## config.mk

```make
export PLATFORM = sky130hd
export DESIGN_NAME = mm_index_sequencer
export DESIGN_NICKNAME = d
export VERILOG_FILES = /design/src/rtl/mm_pkg.sv /design/src/rtl/mod_counter.sv /design/src/rtl/mm_index_sequencer.sv
export SDC_FILE = /design/constraint.sdc
export NUM_CORES = 1
export LEC_CHECK = 0
export CAP_MARGIN = 20
export CORE_UTILIZATION = 41
export CTS_CLUSTER_DIAMETER = 200
export DETAILED_ROUTE_END_ITERATION = 10
export PLACE_DENSITY = 0.72
export SETUP_SLACK_MARGIN = 0.4
export SKIP_LAST_GASP = 1
export SYNTH_ARGS = -nofsm -noshare
export SYNTH_HDL_FRONTEND = slang
export SYNTH_SLANG_ARGS = --single-unit
```

## constraint.sdc

```tcl
create_clock -name clk -period 1.3 [get_ports clk]
set_input_delay 0.325 -clock clk [delete_from_list [all_inputs] [get_ports clk]]
set_output_delay 0.325 -clock clk [all_outputs]
set_load 0.1 [all_outputs]
```

## src/rtl/mm_pkg.sv

```systemverilog
// Shared types and width helpers for the matrix-multiply index path.
// The operand-fetch and MAC blocks size their index buses with the same
// helpers, so all of them agree on widths for a given N.
package mm_pkg;

  typedef enum logic [1:0] {
    IDLE = 2'd0,
    RUN  = 2'd1,
    DONE = 2'd2
  } state_t;

  // Index width for a loop of n values. Returns at least 1 so that n=1
  // never produces a zero-width bus.
  function automatic int idx_w(input int n);
    return (n < 2) ? 1 : $clog2(n);
  endfunction

  // Width that holds a beat count from 0 to n^3 inclusive.
  function automatic int beat_w(input int n);
    return $clog2(n * n * n + 1);
  endfunction

endpackage

```

## src/rtl/mod_counter.sv

```systemverilog
// Modulo-MOD counter with a synchronous clear and a terminal-count flag.
// Wrap is an explicit compare against MOD-1, so MOD need not be a power of 2.
module mod_counter
  import mm_pkg::*;
#(
  parameter int MOD = 2,
  parameter int W   = idx_w(MOD)
) (
  input  logic         clk,
  input  logic         mr,
  input  logic         ce,
  input  logic         clr,
  output logic [W-1:0] count,
  output logic         tc
);

  localparam logic [W-1:0] LAST = W'(MOD - 1);

  assign tc = (count == LAST);

  // Count on ce, wrap at MOD-1; clear wins over counting.
  always_ff @(posedge clk or negedge mr) begin
    if (!mr)      count <= '0;
    else if (clr) count <= '0;
    else if (ce)  count <= tc ? '0 : count + 1'b1;
  end

endmodule

```

## src/rtl/mm_index_sequencer.sv

```systemverilog
// Loop-index sequencer for an N x N matrix multiply, k innermost.
// It walks (i,j,k) through N^3 beats with a start/busy/done handshake,
// a stall enable, and an abort. All outputs come from registers or from
// a decode of registered state.
module mm_index_sequencer
  import mm_pkg::*;
#(
  parameter int N  = 2,
  parameter int IW = idx_w(N),
  parameter int CW = beat_w(N)
) (
  input  logic          clk,
  input  logic          mr,
  input  logic          start,
  input  logic          ce,
  input  logic          abort,
  output logic          busy,
  output logic          valid,
  output logic [IW-1:0] idx_i,
  output logic [IW-1:0] idx_j,
  output logic [IW-1:0] idx_k,
  output logic          k_first,
  output logic          k_last,
  output logic          done,
  output logic [CW-1:0] beat_count
);

  state_t state;
  logic   tc_i, tc_j, tc_k;
  logic   go, adv, clr, last_beat;

  // A beat is accepted only in RUN, with ce high and no abort.
  assign go        = (state == IDLE) && start && !abort;
  assign adv       = (state == RUN) && ce && !abort;
  assign clr       = go || ((state == RUN) && abort);
  assign last_beat = adv && tc_k && tc_j && tc_i;

  mod_counter #(.MOD(N), .W(IW)) u_k (
    .clk(clk), .mr(mr), .ce(adv), .clr(clr), .count(idx_k), .tc(tc_k)
  );
  mod_counter #(.MOD(N), .W(IW)) u_j (
    .clk(clk), .mr(mr), .ce(adv && tc_k), .clr(clr), .count(idx_j), .tc(tc_j)
  );
  mod_counter #(.MOD(N), .W(IW)) u_i (
    .clk(clk), .mr(mr), .ce(adv && tc_k && tc_j), .clr(clr), .count(idx_i), .tc(tc_i)
  );

  // Accumulator-control flags are decoded from the registered valid and idx_k.
  assign k_first = valid && (idx_k == '0);
  assign k_last  = valid && (idx_k == IW'(N - 1));

  // Sequence FSM with registered handshake outputs and the beat counter.
  always_ff @(posedge clk or negedge mr) begin
    if (!mr) begin
      state      <= IDLE;
      busy       <= 1'b0;
      valid      <= 1'b0;
      done       <= 1'b0;
      beat_count <= '0;
    end else begin
      case (state)
        IDLE: begin
          if (go) begin
            state      <= RUN;
            busy       <= 1'b1;
            valid      <= 1'b1;
            beat_count <= '0;
          end
        end
        RUN: begin
          if (abort) begin
            // The partial beat count is kept so the controller can read it.
            state <= IDLE;
            busy  <= 1'b0;
            valid <= 1'b0;
          end else if (ce) begin
            beat_count <= beat_count + 1'b1;
            if (last_beat) begin
              state <= DONE;
              valid <= 1'b0;
              done  <= 1'b1;
            end
          end
        end
        DONE: begin
          state <= IDLE;
          busy  <= 1'b0;
          done  <= 1'b0;
        end
        default: begin
          state <= IDLE;
          busy  <= 1'b0;
          valid <= 1'b0;
          done  <= 1'b0;
        end
      endcase
    end
  end

endmodule

```

==> results of run 1 <==
per-stage QoR:
| stage | TNS, ns | utilization (%) | std cells | instance area [sq um] |
|---|---|---|---|---|
| 3_3_place_gp | -3.48 | 83.2 | 110 | 1140 |
| 3_5_place_dp | -3.72 | 83.2 | 110 | 1140 |
| 2_1_floorplan | -0.683 | - | 65 | 739 |
kinds of logic after synthesis:
logic type      share of synthesized area (%)
compound gates                           18.9
flops                                    47.3
buf+inv                                  3.94
fa+ha+maj                                1.97
simple gates                             21.1
mux                                      6.71
==> qor.txt, run 1 <==
Synth Flop Type: dfrtp_1
H-tree depth: 1
CTS root buffer: clkbuf_4
Synth Register Bits: 12
top-level I/O count: 17
# clock sinks: 12
Post-Syn Area: 634 sq um
Die Y: 41.3 um
Hold Buf Count CTS: 0
deepest clock path buffer count: 2
Setup WS pre-CTS: -0.498 ns
list of most frequent post-synthesis cells: 12 x dfrtp_1, 5 x a21oi_1, 5 x nand2_1
Avg Synthesized Cell Area: 9.76 sq um
Die Width: 41.3 um
sequential share of the synthesized area: 47.3%
Synth warnings: 0
ys async rst share: 100%
post-CTS setup buffer count: 16
stopping stage: clock tree synthesis
Post-CTS Resized: 28
top cells by area, synth: dfrtp_1 47%, a22o_1 5.5%, a21oi_1 3.9%
cell with the most instances after synthesis: dfrtp_1
Post-DP HPWL: 1.27 mm
last weighted congestion value of the routability-driven placer: 0.746
Initial Utilization: 46.4%
Mapped Cells: 65
error msg: [ERROR DPL-0038] Utilization greater than 100%, impossible to legalize
Yosys top cell area share: 47.3%
Port Buffers: 16
status: stopped before the end
Yosys cell types: 27
number of synthesized flops with an enable pin: 0
# rows: 13
Synthesized Nets: 71
total CTS buffers: 3
cell taking the most area after synthesis: dfrtp_1
==> run 2: changes to the inputs <==
--- a/config.mk
+++ b/config.mk
@@ -6,11 +6,10 @@
 export NUM_CORES = 1
 export LEC_CHECK = 0
 export CAP_MARGIN = 20
-export CORE_UTILIZATION = 41
-export CTS_CLUSTER_DIAMETER = 200
+export CORE_AREA = 2 2 63 65
 export DETAILED_ROUTE_END_ITERATION = 10
-export PLACE_DENSITY = 0.72
-export SETUP_SLACK_MARGIN = 0.4
+export DIE_AREA = 0 0 65 67
+export PLACE_DENSITY_LB_ADDON = 0.15
 export SKIP_LAST_GASP = 1
 export SYNTH_ARGS = -nofsm -noshare
 export SYNTH_HDL_FRONTEND = slang
==> constraint.sdc (replaced) <==
create_clock -name clk -period 1.7 [get_ports clk]
set_input_delay 0.425 -clock clk [delete_from_list [all_inputs] [get_ports clk]]
set_output_delay 0.425 -clock clk [all_outputs]
set_load 0.1 [all_outputs]
==> run 2 against run 1 <==
The flow now finishes without violations; synthesized area is the same; synthesized cell count unchanged.
==> qor.txt, run 2 <==
Largest register FFs: 4
DRT Pass-1 Iters: 4
Area Growth Syn to Fin: 74.8%
vias in the first global route: 581
top-level I/O count: 17
startpoint types: input pin
sw frac: 40.3%
deepest clock path buffer count: 2
Nets: 98
Yosys cell types: 27
Port Buffers: 16
list of most frequent post-synthesis cells: 12 x dfrtp_1, 5 x a21oi_1, 5 x nand2_1
most frequent cells in the layout: 12 x buf_12, 9 x buf_4, 6 x dfrtp_2, 6 x dfrtp_1, 5 x nand2_1
Finish-stage setup viols: 0
drt drc: 0
Largest regs: beat_count: 4 flops, state: 2 flops
ys async rst share: 100%
Setup WS pre-CTS: -0.202 ns
post-CTS setup buffer count: 0
total CTS buffers: 3
met3 WL: 97 um
cell with the most instances after synthesis: dfrtp_1
DR vias: 568
GRT overflow: 0
Seq pwr share: 30.9%
leakage: 0.000462 uW
top cells by area, synth: dfrtp_1 47%, a22o_1 5.5%, a21oi_1 3.9%
final wirelength: 1.63 mm
CP Cell Sequence: clkdlybuf4s50_1 > or3b_4 > or3_1 > a21oi_2
clock share of power: 26.0%
Synth Flop Type: dfrtp_1
max incr delay on CP: 0.48 ns
met2 routed WL: 814 um
core area: 0.00361 sq mm
crit path kind: in -> reg
Total GRT Usage: 8.56%
die area: 0.00436 sq mm
Post-CTS Resized: 0
Final Critical Period: 1.65 ns
H-tree depth: 1
Synthesized Nets: 71
Clock Latency Late Sink: 0.24 ns
Post-DP HPWL: 1.21 mm
# diodes: 0
Hold Path Class: in -> async
cell taking the most area after synthesis: dfrtp_1
remaining antenna violation count: 0
wl on met1: 690 um
CTS tree: built
commonest non-fill, non-tap cell in the layout: buf_12
Die Width: 65 um
Die Y: 67 um
Final period util: 97.3%
number of synthesized flops with an enable pin: 0
Max Cap Viol: 0
first-pass GRT wire length: 2.75 mm
last weighted congestion value of the routability-driven placer: 0.734
critical path data arrival time: 1.82 ns
clk slew on worst S/H paths: 0.06 ns
final hold vios: 0
# rows: 22
Gate power share: 43.1%
Mapped Cells: 65
Clock Skew: 0.00234 ns
# clock sinks: 12
sequential share of the synthesized area: 47.3%
Avg Synthesized Cell Area: 9.76 sq um
Data required, critical path: 1.87 ns
Initial DRC Count: 19
P_int: 732 uW
Max Clock Freq: 0.605 GHz
share of layout cells above drive strength 1: 44.0%
largest fanout on the critical path: 5
pins over their slew limit: 0
Biggest register: beat_count
Slew headroom: 72.2%
status: finished clean
Initial Utilization: 17.6%
critical path endpoint category: flop
setup repair after global routing missed its margin: no
initial antenna violation count: 0
Post-Syn Area: 634 sq um
pwr dens: 1110 mW/mm^2
CTS root buffer: clkbuf_8
Synth warnings: 0
Worst-Margin Slew: 0.417 ns
Synth Register Bits: 12
routed vias/inst: 4.09
Worst VDD drop: 0.203 mV
largest net degree at the start of global routing: 15
WL/cell: 11.7 um
Total Power: 1230 uW
slowest CP cell: clkdlybuf4s50_1
Yosys top cell area share: 47.3%
Final WS setup: 0.0466 ns
Hold Buf Count CTS: 0
Top Layer Used: met4
Net Sw Power: 495 uW
## run 2: cell counts after synthesis
No cell type changed its count.
## run 2: logic make-up (layout without fill, tap and decap cells)
group           count (synthesis)  count (layout)  synth area share [%]
compound gates                 18              18                  18.9
fa+ha+maj                       1               1                  1.97
buf+inv                         6              32                  3.94
flops                          12              12                  47.3
mux                             4               4                  6.71
simple gates                   24              24                  21.1
## run 2: routing by layer
| layer | GRT usage (%) | up-vias |
|---|---|---|
| met1 | 10.6 | 263 |
| met2 | 13.4 | 16 |
| met3 | 2.36 | 2 |
| li1 | - | 287 |
| met5 | 0 | - |
| met4 | 4.79 | 0 |
## run 2: cell type report
cell class	instances	area, sq um
multi-input cells	47	327
flip-flops and latches	12	308
fillers	375	2500
inverters	3	11.3
repair buffers	25	348
well taps	48	60.1
clock buffers	4	55.1
## run 2: worst paths after layout
path	start	end	slack (ns)	cells after the start
hold reg to reg	state[1]	state[1]	0.57	1
setup / recovery	ce	u_j.count	0.05	4
setup reg to reg	state[1]	u_j.count	0.26	3
hold / removal	mr	beat_count[3]	0.50	2
max in group asynchronous	mr	valid	1.02	2
min in group clk	state[1]	state[1]	0.57	1
## run 2: power groups by stage
stage                     registers, uW  clock network [uW]  logic [uW]
final                               379                 319         528
after global routing                387                 346         549
after CTS                           380                 325         530
after detailed placement            386                   0         529
after global placement              385                   0         529
after floorplan                     559                   0         138
## run 2: critical path: cells and delay by family
kind | cells | cell delay (ns)
simple gates | 2 | 0.78
buf+inv | 1 | 0.48
compound gates | 1 | 0.14
## run 2: through the flow
stage	cell area, sq um	instances	util, %	hold WS [ns]	setup TNS (ns)
floorplan	652	65	-	0.129	-0.0411
global placement	1050	135	29.0	0.556	-0.786
detailed placement	1050	135	29.0	0.544	-0.759
CTS	1100	139	30.5	0.506	0
global route	1110	139	30.7	0.518	0
finish	1110	139	30.7	0.498	0
(Power assumes the default switching activity.)
